[src/rtl/loader_pkg.sv]
// Shared types and constants for the instruction-memory program loader.
package loader_pkg;

   typedef enum logic [2:0] {
      LEN_LO,
      LEN_HI,
      DATA,
      WRITE,
      DONE,
      ERROR
   } state_t;

   localparam int BYTES_PER_WORD = 4;
   localparam int COUNT_WIDTH    = 16;
   localparam int LANE_WIDTH     = 2;

endpackage

[src/rtl/program_loader_byte_assembler.sv]
// Packs accepted stream bytes little-endian into a 32-bit word; o_word already
// includes the byte being loaded this cycle so the caller can latch it directly.
module byte_assembler
   import loader_pkg::*;
(
   input  logic                        i_clk,
   input  logic                        i_reset,
   input  logic                        i_clear,
   input  logic                        i_load,
   input  logic [7:0]                  i_byte,
   output logic [8*BYTES_PER_WORD-1:0] o_word,
   output logic                        o_word_full
);

   logic [LANE_WIDTH-1:0]       r_lane;
   logic [8*BYTES_PER_WORD-1:0] r_word;
   logic [8*BYTES_PER_WORD-1:0] w_word;

   always_ff @(posedge i_clk) begin
      if (i_reset || i_clear) begin
         r_lane <= '0;
         r_word <= '0;
      end else if (i_load) begin
         r_word[{r_lane, 3'b000} +: 8] <= i_byte;
         r_lane                        <= r_lane + 1'b1;
      end
   end

   always_comb begin
      w_word = r_word;
      if (i_load) begin
         w_word[{r_lane, 3'b000} +: 8] = i_byte;
      end
   end

   assign o_word      = w_word;
   assign o_word_full = i_load && (r_lane == LANE_WIDTH'(BYTES_PER_WORD - 1));

endmodule

[src/rtl/program_loader.sv]
// Fills instruction memory from a byte stream (16-bit word count header, then
// little-endian words) and holds the core in reset until the load completes.
module program_loader
   import loader_pkg::*;
#(
   parameter int ADDR_WIDTH = 9,
   parameter int DATA_WIDTH = 32
) (
   input  logic                  clk,
   input  logic                  reset,
   input  logic [7:0]            in_data,
   input  logic                  in_valid,
   output logic                  in_ready,
   input  logic                  start,
   output logic                  imem_we,
   output logic [ADDR_WIDTH-1:0] imem_addr,
   output logic [DATA_WIDTH-1:0] imem_wdata,
   output logic                  cpu_reset,
   output logic                  done,
   output logic                  error,
   output logic [ADDR_WIDTH:0]   words_loaded
);

   localparam logic [COUNT_WIDTH:0] MAX_COUNT = (COUNT_WIDTH + 1)'(1) << ADDR_WIDTH;

   state_t                  r_state;
   logic [7:0]              r_count_lo;
   logic [COUNT_WIDTH-1:0]  r_count;
   logic                    r_we;
   logic [ADDR_WIDTH-1:0]   r_addr;
   logic [DATA_WIDTH-1:0]   r_wdata;
   logic                    r_cpu_reset;
   logic                    r_done;
   logic                    r_error;
   logic [ADDR_WIDTH:0]     r_words_loaded;

   logic                    w_accept;
   logic                    w_load;
   logic                    w_clear;
   logic [COUNT_WIDTH-1:0]  w_count;
   logic [ADDR_WIDTH:0]     w_wl_next;
   logic [DATA_WIDTH-1:0]   w_word;
   logic                    w_word_full;

   assign in_ready  = (r_state == LEN_LO) || (r_state == LEN_HI) || (r_state == DATA);
   assign w_accept  = in_valid && in_ready;
   assign w_load    = w_accept && (r_state == DATA);
   assign w_clear   = start && ((r_state == DONE) || (r_state == ERROR));
   assign w_count   = {in_data, r_count_lo};
   assign w_wl_next = r_words_loaded + 1'b1;

   byte_assembler u_asm (
      .i_clk       (clk),
      .i_reset     (reset),
      .i_clear     (w_clear),
      .i_load      (w_load),
      .i_byte      (in_data),
      .o_word      (w_word),
      .o_word_full (w_word_full)
   );

   always_ff @(posedge clk) begin
      if (reset) begin
         r_state        <= LEN_LO;
         r_count_lo     <= '0;
         r_count        <= '0;
         r_we           <= 1'b0;
         r_addr         <= '0;
         r_wdata        <= '0;
         r_cpu_reset    <= 1'b1;
         r_done         <= 1'b0;
         r_error        <= 1'b0;
         r_words_loaded <= '0;
      end else begin
         r_we <= 1'b0;
         case (r_state)
            LEN_LO: begin
               if (w_accept) begin
                  r_count_lo <= in_data;
                  r_state    <= LEN_HI;
               end
            end
            LEN_HI: begin
               if (w_accept) begin
                  r_count <= w_count;
                  if (w_count == '0) begin
                     r_state     <= DONE;
                     r_done      <= 1'b1;
                     r_cpu_reset <= 1'b0;
                  end else if ({1'b0, w_count} > MAX_COUNT) begin
                     r_state <= ERROR;
                     r_error <= 1'b1;
                  end else begin
                     r_state <= DATA;
                  end
               end
            end
            // The 4th byte is merged combinationally so the word is complete here.
            DATA: begin
               if (w_word_full) begin
                  r_we    <= 1'b1;
                  r_addr  <= r_words_loaded[ADDR_WIDTH-1:0];
                  r_wdata <= w_word;
                  r_state <= WRITE;
               end
            end
            WRITE: begin
               r_words_loaded <= w_wl_next;
               if (COUNT_WIDTH'(w_wl_next) == r_count) begin
                  r_state     <= DONE;
                  r_done      <= 1'b1;
                  r_cpu_reset <= 1'b0;
               end else begin
                  r_state <= DATA;
               end
            end
            DONE: begin
               if (start) begin
                  r_state        <= LEN_LO;
                  r_done         <= 1'b0;
                  r_cpu_reset    <= 1'b1;
                  r_words_loaded <= '0;
               end
            end
            ERROR: begin
               if (start) begin
                  r_state        <= LEN_LO;
                  r_error        <= 1'b0;
                  r_words_loaded <= '0;
               end
            end
            default: r_state <= LEN_LO;
         endcase
      end
   end

   assign imem_we      = r_we;
   assign imem_addr    = r_addr;
   assign imem_wdata   = r_wdata;
   assign cpu_reset    = r_cpu_reset;
   assign done         = r_done;
   assign error        = r_error;
   assign words_loaded = r_words_loaded;

endmodule
[config.mk]
export PLATFORM = sky130hd
export DESIGN_NAME = program_loader
export DESIGN_NICKNAME = d
export VERILOG_FILES = /design/src/rtl/loader_pkg.sv /design/src/rtl/program_loader_byte_assembler.sv /design/src/rtl/program_loader.sv
export SDC_FILE = /design/constraint.sdc
export NUM_CORES = 1
export LEC_CHECK = 0
export CAP_MARGIN = 20
export CORE_MARGIN = 2
export CORE_UTILIZATION = 25
export DETAILED_ROUTE_END_ITERATION = 10
export GPL_TIMING_DRIVEN = 0
export PLACE_DENSITY = 0.54
export SYNTH_ARGS = -nofsm -noshare
export SYNTH_HDL_FRONTEND = slang
export SYNTH_SLANG_ARGS = --single-unit
[constraint.sdc]
create_clock -name clk -period 2.5 [get_ports clk]
set_input_delay 0.5 -clock clk [delete_from_list [all_inputs] [get_ports clk]]
set_output_delay 0.5 -clock clk [all_outputs]
set_load 0.005 [all_outputs]
==> results.json <==
{
  "num_antenna_cells": 0,
  "ant_nets": 0,
  "final_common_cell": "dfxtp_1",
  "grt_use_total_pct": 13.49,
  "numCtsBuffers": 9,
  "worstSetupPathType": "in -> reg",
  "antenna_found_initial": 0,
  "path_buf_inv": 1,
  "worst_slew_pin_slew_ns": 0.7685,
  "n_fill_cell": 1958,
  "finalClockSkew_ns": 0.01353,
  "max_stage_delay_ns": 0.59,
  "grt_util_met3_pct": 3.695,
  "slew-limit-headroom_pct": 48.34,
  "grt_pass1_vias": 3920,
  "synthesis.instances": 557,
  "arrival_ns": 2.65,
  "yosysSeqAreaShare_pct": 47.41,
  "worstSetupStartpointType": "input pin",
  "status": "completed",
  "initial_core_util_pct": 25.48,
  "postCtsHoldBufs": 0,
  "layout_common_cells": "dfxtp_1, nand2_1, a21oi_1",
  "cts_tree": "built",
  "power.density_cell_area_mw_per_mm2": 588.2,
  "syn_nets": 575,
  "fin_ws_ns": 0.08252,
  "crit_family": "simple AND/OR/NAND/NOR gates",
  "power_leakage_nw": 2.042,
  "hold_violations": 0,
  "drc": 0,
  "drtIter0Drc": 253,
  "critPathSlowestCell": "or4_4",
  "clockRootBuffer": "clkbuf_16",
  "post-route-min-period_ns": 2.417,
  "crit_required_ns": 2.73,
  "met2_usage_pct": 21.73,
  "cp_max_fo": 7,
  "grt_max_degree": 20,
  "seqCellArea_sq_mm": 0.002162,
  "fin_crit_sh_pct": 96.70,
  "rows": 49,
  "top_usage_layer": "met2",
  "setup_viol": 0,
  "coreArea_sq_mm": 0.01790,
  "ir_drop_v": 0.0003292,
  "fin_area_sq_mm": 0.005863,
  "vias_per_cell": 4.634,
  "holdCritPathClass": "in -> reg",
  "synthDistinctLibCells": 49,
  "crit_top_cell": "or3_1",
  "htreeDepth": 3,
  "die_w_microns": 139.1,
  "synthFlopType": "dfxtp_1",
  "clkSlewWorstSetupHoldPaths_ns": 0.08,
  "clock_sinks": 108,
  "endpoint_kind": "flip-flop",
  "firstDrtPassIters": 4,
  "insertion_delay_ns": 0.36,
  "gr-total-overflow": 0,
  "path_cells": "dlygate4sd2_1 -> or4_4 -> nor3_4 -> a41oi_1 -> or3_1 -> or3_1 -> nor2b_4",
  "dieArea_sq_mm": 0.01934,
  "synth-seq-cells": 108,
  "area_delta_synth_final_pct": 28.56,
  "drive_gt1_share_pct": 7.344,
  "cap_violations": 0,
  "ioPinCount": 68,
  "synthArstFlopShare_pct": 0,
  "clk_path_buf_depth": 2,
  "multi_input_area_sq_mm": 0.002223,
  "synth_enable_flop_cells": 0,
  "maxClockFrequency_mhz": 413.7,
  "routedWlPerCell_microns": 14.62,
  "finalWeightedCongestion": 0.7819,
  "grt_pass1_wl_microns": 20980,
  "place_area_sq_mm": 0.005508,
  "place_ws_ns": -0.7599,
  "port_buffers": 66,
  "nets": 653,
  "ys_warn_count": 0,
  "fp.dieH_microns": 139.1,
  "dp_hpwl_microns": 8889,
  "grtUsageMet1_pct": 18.12,
  "avgSynthCellArea_sq_um": 8.188,
  "slew_viol_final": 0,
  "wirelength_microns": 12710,
  "vias": 4027,
  "synthesis.area_sq_mm": 0.004561
}
[metrics by stage]
| step | cells | TNS [ns] | util, % | power, W | hold slack, ns |
|---|---|---|---|---|---|
| floorplan | 557 | 0 | - | 0.001912 | 0.4360 |
| global placement | 852 | -11.38 | 30.77 | 0.001997 | 0.4436 |
| detailed placement | 852 | -11.72 | 30.77 | 0.001997 | 0.4483 |
| CTS | 867 | -0.01001 | 32.49 | 0.003496 | 0.4178 |
| global route | 869 | -0.02464 | 32.75 | 0.003585 | 0.4143 |
| finish | 869 | 0 | 32.75 | 0.003449 | 0.4320 |
[repair_timing]
| action | CTS | global route |
|---|---|---|
| pin swaps | 1 | 3 |
| hold endpoints to repair | 0 | 0 |
| setup buffers | 0 | 4 |
| endpoints found under the setup margin | 8 | 30 |
| gates resized for setup | 7 | 13 |
[state kept, by name, indices dropped and copies added (netlist names)]
| register | flops |
|---|---|
| cpu_reset | 1 |
| r_count | 16 |
| imem_we | 1 |
| words_loaded | 10 |
| r_state | 3 |
| r_count_lo | 8 |
| error | 1 |
| done | 1 |
| imem_wdata | 32 |
| imem_addr | 9 |
| u_asm.r_lane | 2 |
| u_asm.r_word | 24 |
[path summary, 6_finish.rpt]
kind                                            startpoint                     endpoint  slack, ns  cells past startpoint
worst max-delay path                            in_data[4]       cpu_reset$_SDFFE_PP1P_       0.08                      7
worst min-delay path                            in_data[1]  imem_wdata[25]$_SDFFE_PP0P_       0.43                      3
worst max register to register  r_count_lo[6]$_SDFFE_PP0P_       cpu_reset$_SDFFE_PP1P_       0.14                      6
worst min register to register    r_count[14]$_SDFFE_PP0P_     r_count[14]$_SDFFE_PP0P_       0.45                      2
[layout make-up]
| type | count | area share, % |
|---|---|---|
| multi-input cells | 404 | 37.92 |
| flip-flops and latches | 108 | 36.88 |
| repair buffers | 70 | 11.61 |
| well taps | 229 | 4.887 |
| clock buffers | 9 | 3.841 |
| plain buffers | 34 | 2.881 |
| clock inverters | 7 | 1.472 |
| inverters | 8 | 0.5122 |
[logic make-up (layout without fill, tap and decap cells)]
kind of cell / Yosys count / count (layout) / synth area share [%]
fa+ha+maj: 6 / 6 / 1.646
simple gates: 252 / 252 / 26.50
mux: 2 / 2 / 0.4390
xor+xnor: 15 / 15 / 2.881
flops: 108 / 108 / 47.41
compound gates: 129 / 129 / 16.74
buf+inv: 45 / 128 / 4.390
[cell usage after synthesis, types with 2 or more instances]
master	count	share of area, %
a211oi_1	29	4.8
a21o_1	2	0.33
a21oi_1	77	8.4
a22oi_1	3	0.49
and2_0	3	0.41
and2_1	4	0.55
and3_1	26	3.6
and4_1	2	0.38
buf_1	2	0.16
buf_2	4	0.44
buf_6	3	0.74
clkbuf_1	27	2.2
dfxtp_1	108	47
ha_1	6	1.6
inv_1	8	0.66
mux2i_1	2	0.44
nand2_1	92	7.6
nand2b_1	3	0.41
nand3_1	8	0.88
nand3b_1	2	0.33
nand4_1	9	1.2
nor2_1	76	6.3
nor2b_1	5	0.69
nor3b_1	4	0.66
o21a_1	2	0.33
o21ai_0	8	0.88
or3_1	6	0.82
or4_1	2	0.33
xnor2_1	10	1.9
xor2_1	5	0.96
[per-layer routing]
layer	wire length, microns	up-vias
li1	-	2075
met1	6326	1872
met4	97	0
met5	0	-
met2	5768	72
met3	512	8
[worst min-delay path, stage by stage]
cell and delay (ns):
buf_6 0.13, nand2_1 0.06, a21oi_1 0.05
[power by group]
group | internal, W | switching [W] | leakage (nW)
registers | 0.00174 | 0.0000206 | 0.872
logic | 0.0000726 | 0.000127 | 1.02
clock network | 0.000795 | 0.000693 | 0.147
total | 0.00261 | 0.000841 | 2.04
Power figures use the tool's default switching activity.
